[src/rtl/element_wise_vec_if.sv]
// Beat-level handshake bundle for element_wise_vec: operands, per-beat controls,
// result channel and sticky overflow status.
interface element_wise_vec_if #(
  parameter int DATA_W = 16,
  parameter int LANES  = 4
);
  logic [LANES*DATA_W-1:0] operand_a;
  logic [LANES*DATA_W-1:0] operand_b;
  logic [3:0]              op_type;
  logic                    sat_en;
  logic                    bcast_b;
  logic [LANES-1:0]        lane_mask;
  logic                    valid_in;
  logic                    ready_in;
  logic [LANES*DATA_W-1:0] data_out;
  logic [LANES-1:0]        ovf_out;
  logic                    err_out;
  logic                    valid_out;
  logic                    ready_out;
  logic [LANES-1:0]        ovf_sticky;
  logic                    clear_sticky;

  // master drives beats and consumes results; slave is the vector unit
  modport master (
    output operand_a, operand_b, op_type, sat_en, bcast_b, lane_mask, valid_in,
    output ready_out, clear_sticky,
    input  ready_in, data_out, ovf_out, err_out, valid_out, ovf_sticky
  );

  modport slave (
    input  operand_a, operand_b, op_type, sat_en, bcast_b, lane_mask, valid_in,
    input  ready_out, clear_sticky,
    output ready_in, data_out, ovf_out, err_out, valid_out, ovf_sticky
  );
endinterface

[src/rtl/element_wise_vec.sv]
// Two-stage element-wise signed vector ALU: S1 holds the accepted beat, S2 holds
// the computed result; per-lane saturation/wrap, masking, broadcast and sticky overflow.
module element_wise_vec #(
  parameter int DATA_W = 16,
  parameter int LANES  = 4
) (
  input  logic              clk,
  input  logic              rst,
  element_wise_vec_if.slave bus
);
  localparam int WW = 2 * DATA_W;

  localparam logic [3:0] OP_ADD  = 4'd0;
  localparam logic [3:0] OP_SUB  = 4'd1;
  localparam logic [3:0] OP_MUL  = 4'd2;
  localparam logic [3:0] OP_MAX  = 4'd3;
  localparam logic [3:0] OP_MIN  = 4'd4;
  localparam logic [3:0] OP_AND  = 4'd5;
  localparam logic [3:0] OP_OR   = 4'd6;
  localparam logic [3:0] OP_XOR  = 4'd7;
  localparam logic [3:0] OP_RELU = 4'd8;
  localparam logic [3:0] OP_ABS  = 4'd9;
  localparam logic [3:0] OP_PASS = 4'd10;

  localparam logic signed [WW-1:0] MAX_X = {{(DATA_W+1){1'b0}}, {(DATA_W-1){1'b1}}};
  localparam logic signed [WW-1:0] MIN_X = {{(DATA_W+1){1'b1}}, {(DATA_W-1){1'b0}}};
  localparam logic [DATA_W-1:0]    MAX_W = {1'b0, {(DATA_W-1){1'b1}}};
  localparam logic [DATA_W-1:0]    MIN_W = {1'b1, {(DATA_W-1){1'b0}}};

  logic                    s1_valid_reg;
  logic [LANES*DATA_W-1:0] s1_a_reg;
  logic [LANES*DATA_W-1:0] s1_b_reg;
  logic [3:0]              s1_op_reg;
  logic                    s1_sat_reg;
  logic                    s1_bcast_reg;
  logic [LANES-1:0]        s1_mask_reg;

  logic                    s2_valid_reg;
  logic [LANES*DATA_W-1:0] s2_data_reg;
  logic [LANES-1:0]        s2_ovf_reg;
  logic                    s2_err_reg;
  logic [LANES-1:0]        ovf_sticky_reg;

  logic                    s1_load;
  logic                    s2_load;
  logic                    xfer;
  logic [LANES*DATA_W-1:0] data_next;
  logic [LANES-1:0]        ovf_next;
  logic                    err_next;

  assign s2_load  = !s2_valid_reg || bus.ready_out;
  assign s1_load  = !s1_valid_reg || s2_load;
  assign xfer     = s2_valid_reg && bus.ready_out;
  assign err_next = (s1_op_reg > OP_PASS);

  assign bus.ready_in   = s1_load;
  assign bus.valid_out  = s2_valid_reg;
  assign bus.data_out   = s2_data_reg;
  assign bus.ovf_out    = s2_ovf_reg;
  assign bus.err_out    = s2_err_reg;
  assign bus.ovf_sticky = ovf_sticky_reg;

  always_ff @(posedge clk) begin
    if (rst) begin
      s1_valid_reg <= 1'b0;
      s1_a_reg     <= '0;
      s1_b_reg     <= '0;
      s1_op_reg    <= '0;
      s1_sat_reg   <= 1'b0;
      s1_bcast_reg <= 1'b0;
      s1_mask_reg  <= '0;
    end else if (s1_load) begin
      s1_valid_reg <= bus.valid_in;
      if (bus.valid_in) begin
        s1_a_reg     <= bus.operand_a;
        s1_b_reg     <= bus.operand_b;
        s1_op_reg    <= bus.op_type;
        s1_sat_reg   <= bus.sat_en;
        s1_bcast_reg <= bus.bcast_b;
        s1_mask_reg  <= bus.lane_mask;
      end
    end
  end

  // Result registers only change when a real beat moves in, so a stalled beat holds.
  always_ff @(posedge clk) begin
    if (rst) begin
      s2_valid_reg <= 1'b0;
      s2_data_reg  <= '0;
      s2_ovf_reg   <= '0;
      s2_err_reg   <= 1'b0;
    end else if (s2_load) begin
      s2_valid_reg <= s1_valid_reg;
      if (s1_valid_reg) begin
        s2_data_reg <= data_next;
        s2_ovf_reg  <= ovf_next;
        s2_err_reg  <= err_next;
      end
    end
  end

  // A transfer's overflow bits are ORed in after the clear, so set wins.
  always_ff @(posedge clk) begin
    if (rst) begin
      ovf_sticky_reg <= '0;
    end else begin
      ovf_sticky_reg <= (bus.clear_sticky ? '0 : ovf_sticky_reg)
                      | (xfer ? s2_ovf_reg : '0);
    end
  end

  for (genvar gi = 0; gi < LANES; gi++) begin : g_lane
    logic signed [DATA_W-1:0] a_l;
    logic signed [DATA_W-1:0] b_l;
    logic signed [WW-1:0]     a_x;
    logic signed [WW-1:0]     b_x;
    logic signed [WW-1:0]     exact;
    logic                     arith;
    logic                     ovf_l;
    logic [DATA_W-1:0]        res_l;

    assign a_l = s1_a_reg[gi*DATA_W +: DATA_W];
    assign b_l = s1_bcast_reg ? s1_b_reg[DATA_W-1:0] : s1_b_reg[gi*DATA_W +: DATA_W];
    assign a_x = {{DATA_W{a_l[DATA_W-1]}}, a_l};
    assign b_x = {{DATA_W{b_l[DATA_W-1]}}, b_l};

    // Arithmetic ops are evaluated at double width so the exact result is visible.
    always_comb begin
      exact = '0;
      arith = 1'b0;
      res_l = '0;
      case (s1_op_reg)
        OP_ADD:  begin exact = a_x + b_x; arith = 1'b1; end
        OP_SUB:  begin exact = a_x - b_x; arith = 1'b1; end
        OP_MUL:  begin exact = a_x * b_x; arith = 1'b1; end
        OP_ABS:  begin exact = a_x[WW-1] ? -a_x : a_x; arith = 1'b1; end
        OP_MAX:  res_l = (a_l > b_l) ? a_l : b_l;
        OP_MIN:  res_l = (a_l < b_l) ? a_l : b_l;
        OP_AND:  res_l = a_l & b_l;
        OP_OR:   res_l = a_l | b_l;
        OP_XOR:  res_l = a_l ^ b_l;
        OP_RELU: res_l = a_l[DATA_W-1] ? '0 : a_l;
        OP_PASS: res_l = a_l;
        default: res_l = '0;
      endcase
      ovf_l = arith && ((exact > MAX_X) || (exact < MIN_X));
      if (arith) begin
        if (ovf_l && s1_sat_reg) res_l = exact[WW-1] ? MIN_W : MAX_W;
        else                     res_l = exact[DATA_W-1:0];
      end
    end

    assign data_next[gi*DATA_W +: DATA_W] = err_next          ? '0 :
                                            s1_mask_reg[gi]   ? res_l : a_l;
    assign ovf_next[gi] = !err_next && s1_mask_reg[gi] && ovf_l;
  end
endmodule

[src/flat_wrapper.sv]
// flat-port wrapper written by rule: the top's interface ports become plain ports
module element_wise_vec_flat 
#(
  parameter int DATA_W = 16,
  parameter int LANES  = 4
)
  (clk, rst, bus_operand_a, bus_operand_b, bus_op_type, bus_sat_en, bus_bcast_b, bus_lane_mask, bus_valid_in, bus_ready_out, bus_clear_sticky, bus_ready_in, bus_data_out, bus_ovf_out, bus_err_out, bus_valid_out, bus_ovf_sticky);
  element_wise_vec_if #(.DATA_W(DATA_W), .LANES(LANES)) bus_i ();
  input  logic clk;
  input  logic rst;
  input wire logic [$bits(bus_i.operand_a)-1:0] bus_operand_a;
  input wire logic [$bits(bus_i.operand_b)-1:0] bus_operand_b;
  input wire logic [$bits(bus_i.op_type)-1:0] bus_op_type;
  input wire logic [$bits(bus_i.sat_en)-1:0] bus_sat_en;
  input wire logic [$bits(bus_i.bcast_b)-1:0] bus_bcast_b;
  input wire logic [$bits(bus_i.lane_mask)-1:0] bus_lane_mask;
  input wire logic [$bits(bus_i.valid_in)-1:0] bus_valid_in;
  input wire logic [$bits(bus_i.ready_out)-1:0] bus_ready_out;
  input wire logic [$bits(bus_i.clear_sticky)-1:0] bus_clear_sticky;
  output wire logic [$bits(bus_i.ready_in)-1:0] bus_ready_in;
  output wire logic [$bits(bus_i.data_out)-1:0] bus_data_out;
  output wire logic [$bits(bus_i.ovf_out)-1:0] bus_ovf_out;
  output wire logic [$bits(bus_i.err_out)-1:0] bus_err_out;
  output wire logic [$bits(bus_i.valid_out)-1:0] bus_valid_out;
  output wire logic [$bits(bus_i.ovf_sticky)-1:0] bus_ovf_sticky;
  assign bus_i.operand_a = bus_operand_a;
  assign bus_i.operand_b = bus_operand_b;
  assign bus_i.op_type = bus_op_type;
  assign bus_i.sat_en = bus_sat_en;
  assign bus_i.bcast_b = bus_bcast_b;
  assign bus_i.lane_mask = bus_lane_mask;
  assign bus_i.valid_in = bus_valid_in;
  assign bus_i.ready_out = bus_ready_out;
  assign bus_i.clear_sticky = bus_clear_sticky;
  assign bus_ready_in = bus_i.ready_in;
  assign bus_data_out = bus_i.data_out;
  assign bus_ovf_out = bus_i.ovf_out;
  assign bus_err_out = bus_i.err_out;
  assign bus_valid_out = bus_i.valid_out;
  assign bus_ovf_sticky = bus_i.ovf_sticky;
  element_wise_vec #(.DATA_W(DATA_W), .LANES(LANES)) u_core (.clk(clk), .rst(rst), .bus(bus_i));
endmodule
[config.mk]
export PLATFORM = sky130hd
export DESIGN_NAME = element_wise_vec_flat
export DESIGN_NICKNAME = d
export VERILOG_FILES = /design/src/rtl/element_wise_vec_if.sv /design/src/rtl/element_wise_vec.sv /design/src/flat_wrapper.sv
export SDC_FILE = /design/constraint.sdc
export NUM_CORES = 2
export LEC_CHECK = 0
export CAP_MARGIN = 0
export CORE_ASPECT_RATIO = 1.25
export CORE_MARGIN = 8
export CORE_UTILIZATION = 49
export CTS_BUF_LIST = sky130_fd_sc_hd__clkbuf_8
export DETAILED_ROUTE_END_ITERATION = 10
export PLACE_DENSITY = 0.77
export SYNTH_ARGS = -nofsm -noshare
export SYNTH_HDL_FRONTEND = slang
export SYNTH_SLANG_ARGS = --single-unit
[constraint.sdc]
create_clock -name clk -period 11.6 [get_ports clk]
set_input_delay 2.9 -clock clk [delete_from_list [all_inputs] [get_ports clk]]
set_output_delay 2.9 -clock clk [all_outputs]
set_load 0.02 [all_outputs]
## Yosys cells after proc, flatten, opt, wreduce, memory -nomap -nowiden

Index checks and enable logic that the tools add are counted.
Widths: inputs -> output; s select.

- Add/sub/neg operators: 12
- Multiply operators: 4
- Order comparisons: 17
- Equal/unequal tests: 10
- Mux-type cells: 50
- Bitwise operators: 13
- Reduce and logical (&&, ||, !) cells: 30

Operators by type and width:

| cell | count |
|---|---|
| $pmux 32 s4 | 4 |
| $mux 16 | 31 |
| $pmux 16 s7 | 4 |
| $gt 32x16->1 const B | 4 |
| $lt 32x16->1 const B | 4 |
| $mul 16x16->32 | 4 |
| $mux 32 | 4 |
| $neg 16->32 | 4 |
| $add 16x16->17 | 4 |
| $sub 16x16->17 | 4 |
| $and 16x16->16 | 4 |
| $gt 16x16->1 | 4 |
| $lt 16x16->1 | 4 |
| $or 16x16->16 | 4 |
| $xor 16x16->16 | 4 |
| $mux 15 | 4 |
| $logic_and 1x1->1 | 17 |
| $eq 4x3->1 const B | 4 |
| $eq 4x4->1 const B | 3 |
| $eq 4x2->1 const B | 2 |
| $mux 4 | 2 |
| $logic_or 1x1->1 | 6 |
| $eq 4x1->1 const B | 1 |
| $gt 4x4->1 const B | 1 |
| 6 further kinds | 9 |

- Flip-flop bits (word level): 213
- Bits of input ports: 143
- Output and inout port bits: 75
- Logic and storage cells: 148

## Longest topological paths before layout

- Depth after elaboration: 11
- Gate-level depth with buffers: 33
- Mapped depth without buffers: 28

## Least setup slack after synthesis

No wires, ideal clock.

- Kind: reg-to-reg
- Start point: reg u_core.s1_bcast_reg
- End point: reg u_core.s2_data_reg[25] (netlist: u_core.bus.data_out[25])
- Library setup time: 0.079 ns
- Arrival: 8.365 ns
- Data required time: 11.521 ns
- Slack: 3.156 ns
- Stages on the path, launching flop included: 30
- Buffers on the path: 6
- Clock period less this slack: 8.444 ns
- Cell sequence: dfxtp_1 > clkbuf_1 > clkbuf_1 > clkbuf_1 > nand2_1 > o21ai_0 > clkbuf_1 > nand2_1 > fa_1 > inv_1 > fa_1 > fa_1 > fa_1 > fa_1 > inv_1 > fa_1 > inv_1 > ha_1 > clkbuf_1 > and4_1 > a221o_1 > a211o_1 > o21ai_2 > nand3_1 > a2111o_1 > nor4_1 > a311o_1 > buf_2 > o311ai_0 > a22oi_1

- Cells in the longest elaborated chain, start to end: 11
- Elaborated cells between the ends (all ways): 23
- Classes of those cells: 2 x add/sub; 1 x mul; 4 x order compare; 10 x mux; 3 x bitwise; 3 x reduce/logical

Ends and longest elaborated chain:

| item | line | text |
|---|---|---|
| start, declared | element_wise_vec.sv:35 | `logic s1_bcast_reg;` |
| start signal, assigned | element_wise_vec.sv:79 | `s1_bcast_reg <= bus.bcast_b;` |
| $mux 16 * | element_wise_vec.sv:123 | `assign b_l = s1_bcast_reg ? s1_b_reg[DATA_W-1:0] : s1_b_reg[gi*DATA_W +: DATA_W];` |
| $mul 16x16->32 (tied with other cells) | element_wise_vec.sv:135 | `OP_MUL: begin exact = a_x * b_x; arith = 1'b1; end` |
| $pmux 32 s4 | element_wise_vec.sv:132 | `case (s1_op_reg)` |
| $gt 32x16->1 / $lt 32x16->1 (equally long branches) | element_wise_vec.sv:146 | `ovf_l = arith && ((exact > MAX_X) \|\| (exact < MIN_X));` |
| $logic_or 1x1->1 | element_wise_vec.sv:146 |  |
| $logic_and 1x1->1 | element_wise_vec.sv:146 |  |
| $logic_and 1x1->1 | element_wise_vec.sv:148 | `if (ovf_l && s1_sat_reg) res_l = exact[WW-1] ? MIN_W : MAX_W;` |
| $mux 16 | element_wise_vec.sv:148 |  |
| $mux 16 * | element_wise_vec.sv:147 | `if (arith) begin` |
| $mux 16 * | element_wise_vec.sv:154 | `s1_mask_reg[gi] ? res_l : a_l;` |
| $mux 16 * | element_wise_vec.sv:153 | `assign data_next[gi*DATA_W +: DATA_W] = err_next ? '0 :` |
| end signal, assigned | element_wise_vec.sv:95 | `s2_data_reg <= data_next;` |
| end, declared | element_wise_vec.sv:39 | `logic [LANES*DATA_W-1:0] s2_data_reg;` |

Mark *: on every way between the ends. The rest lies on a longest branch, timed or not.
A chain may end at the register's enable or synchronous reset.

## Worst setup path after layout

- Start point: reg u_core.s1_bcast_reg
- End point: reg u_core.s2_data_reg[32] (netlist: u_core.bus.data_out[32])

The elaborated chain is that of the path after synthesis.

==> qor.yml <==
crit_path_end_kind: "register"
port-buffer-count: 217
yosysTopAreaCell: "fa_1"
worstRegToRegCells: 25
wl_per_cell_um: 25.69
p_per_area_nw_per_um2: 76.43
num_rows: 144
grt_usage_pct: 34.69
drc: 0
antenna_found_initial: 9
synth_warnings: 0
area_growth_pct: 8.136
wl_um: 237500
vias: 57734
synth_nets: 9327
nFillCells: 11425
yosys-top-cells-area: "fa_1, ha_1, inv_1"
finalCritPeriodShare_pct: 91.82
yosys_register_bits: 213
drtPass1Iterations: 10
drt-met1-wl_um: 81830
die_w_um: 330.7
async_flop_share_pct: 0
clock_skew_ps: 124.7
tightest_slew_ps: 1240
path_clk_slew_ps: 70
finalMaxSlewViolations: 0
postCtsSetupRepairBufs: 0
crit_slowest_cell: "a2111oi_1"
gp_congestion: 1.059
wl_met2_um: 101300
ir_worst_vdd_v: 0.00007770
ys_types: 100
cp_slowest_stage_delay_ps: 1040
post_drt_via_cell_ratio: 6.246
cap_viol_max_count: 0
max-slew-margin-rel_pct: 17.23
worstSetupPathType: "register to register"
ys_top_cells_by_count: "inv_1, fa_1, nand2_1, nor2_1, ha_1"
ctsResizeCount: 0
wl_met3_um: 31960
place_ws_ps: 1465
cp.required_ps: 12140
fin_ws_ps: 948.3
clk_latency_ps: 770
cts_sinks: 213
period_minus_slack_ps: 10650
grt_pass1_vias: 59844
syn_inst: 7600
dpl.hpwl_um: 181500
nNetsFinal: 9326
gr-total-overflow: 0
grt_pass1_wl_um: 359200
setup_tns_ps: 0
route.top_layer_used: "met5"
drive_gt1_share_pct: 4.191
syn-cell-area_sq_um: 60670
holdPathStages: 2
grt_max_degree: 95
syn_area_per_cell_sq_um: 7.982
yosysTopAreaCellShare_pct: 34.85
crit_arrival_ps: 11200
htree_levels: 2
multi_input_area_sq_um: 49660
setup_viol: 0
rsz0062_at_grt: "no"
finalHoldViolCount: 0
p_leak_nw: 31.04
yosysMostFrequentCell: "inv_1"
cts-root-buf: "clkbuf_8"
cts_buffers: 46
ff_latch_area_sq_um: 4269
hp-class: "register to register"
synth-main-ff-cell: "dfxtp_1"
drt_iter0_drc: 6694
chipHeight_um: 409.4
clock_path_buffers: 3
cts_tree: "done"
pin_count: 218
ant_nets: 0
status: "completed"
fmax_mhz: 93.88
cp-start-kind: "register"
synth_edf_count: 0
synth_seq_area_share_pct: 7.029
path_max_fanout: 38
start_util_pct: 49.30
core-area_sq_um: 123100
path_common_cell: "fa_1"
die_area_sq_um: 135400
postCtsHoldBufs: 0
## critical path: cells and delay by family (launching register included)
kind	cells	cell delay (ps)
adders and majority gates	8	3650
buffers and inverters	6	950
xor gates and xnor gates	1	110
and+or+nand+nor	1	300
AOI/OAI and AO/OA	9	4580
DFF	1	820
## metrics by stage
step           power, mW  util [%]  std cells  hold slack (ps)  cell area, sq um
2_1_floorplan      2.894         -       7600            435.7             60670
3_3_place_gp       3.833     52.45       9157            440.7             64540
3_5_place_dp       3.873     52.45       9157            448.6             64540
4_1_cts            4.937     53.30       9241            458.7             65600
5_1_grt            5.317     53.31       9243            475.6             65600
6_report           5.014     53.31       9244            458.6             65600
## cell type report
cell class | instances | share of cell area, %
clock inverter | 30 | 0.4730
inverter | 1406 | 8.045
clock buffer | 54 | 1.133
timing repair buffer | 371 | 5.075
antenna | 3 | 0.01144
tap | 1606 | 3.063
multi-input combinational | 5561 | 75.69
sequential | 213 | 6.507
## power breakdown
group          switching [mW]  total [mW]  internal, mW
Clock                   0.483        1.04         0.562
Combinational            2.03        3.14          1.11
Sequential             0.0638       0.833         0.769
Total                    2.57        5.01          2.44
## kinds of logic (layout without fill, tap and decap cells)
kind of cell,count (synthesis),in the layout,synth area share (%)
AO/OA/AOI/OAI,1549,1549,17.01
XOR/XNOR,208,208,3.071
adder cells (fa/ha/maj),1584,1584,45.74
buffers and inverters,1826,1861,11.33
flip-flops,213,213,7.029
multiplexers,35,35,0.5857
other,0,3,0
AND/OR/NAND/NOR,2185,2185,15.24
## per-layer routing
| layer | track usage, % | up-vias |
|---|---|---|
| met5 | 0.4346 | - |
| met3 | 11.63 | 1212 |
| met2 | 52.33 | 3890 |
| li1 | - | 24504 |
| met1 | 41.02 | 28118 |
| met4 | 25.24 | 10 |
## layout by cell type (no fill, tap or decap), drive strengths merged, types with 40 or more instances in the layout
cell type / count
a211oi: 58
a21o: 72
a21oi: 441
a221oi: 75
a22oi: 69
buf: 155
clkbuf: 54
clkdlybuf4s50: 216
clkinv: 43
dfxtp: 213
fa: 1056
ha: 528
inv: 1384
nand2: 1022
nand3: 69
nand4: 53
nor2: 723
nor3: 72
nor4: 40
o211ai: 70
o21a: 62
o21ai: 291
o22ai: 43
o31ai: 53
xnor2: 158
xor2: 47
## path summary, 6_finish.rpt
check / slack [ps] / end / start
setup reg to reg: 950 / u_core.bus.data_out[32] / u_core.s1_bcast_reg
setup / recovery: 950 / u_core.bus.data_out[32] / u_core.s1_bcast_reg
hold reg to reg: 460 / u_core.s1_b_reg[29] / u_core.s1_b_reg[29]
hold / removal: 460 / u_core.s1_b_reg[29] / u_core.s1_b_reg[29]
No activity file was read; power rests on OpenSTA's default activity.
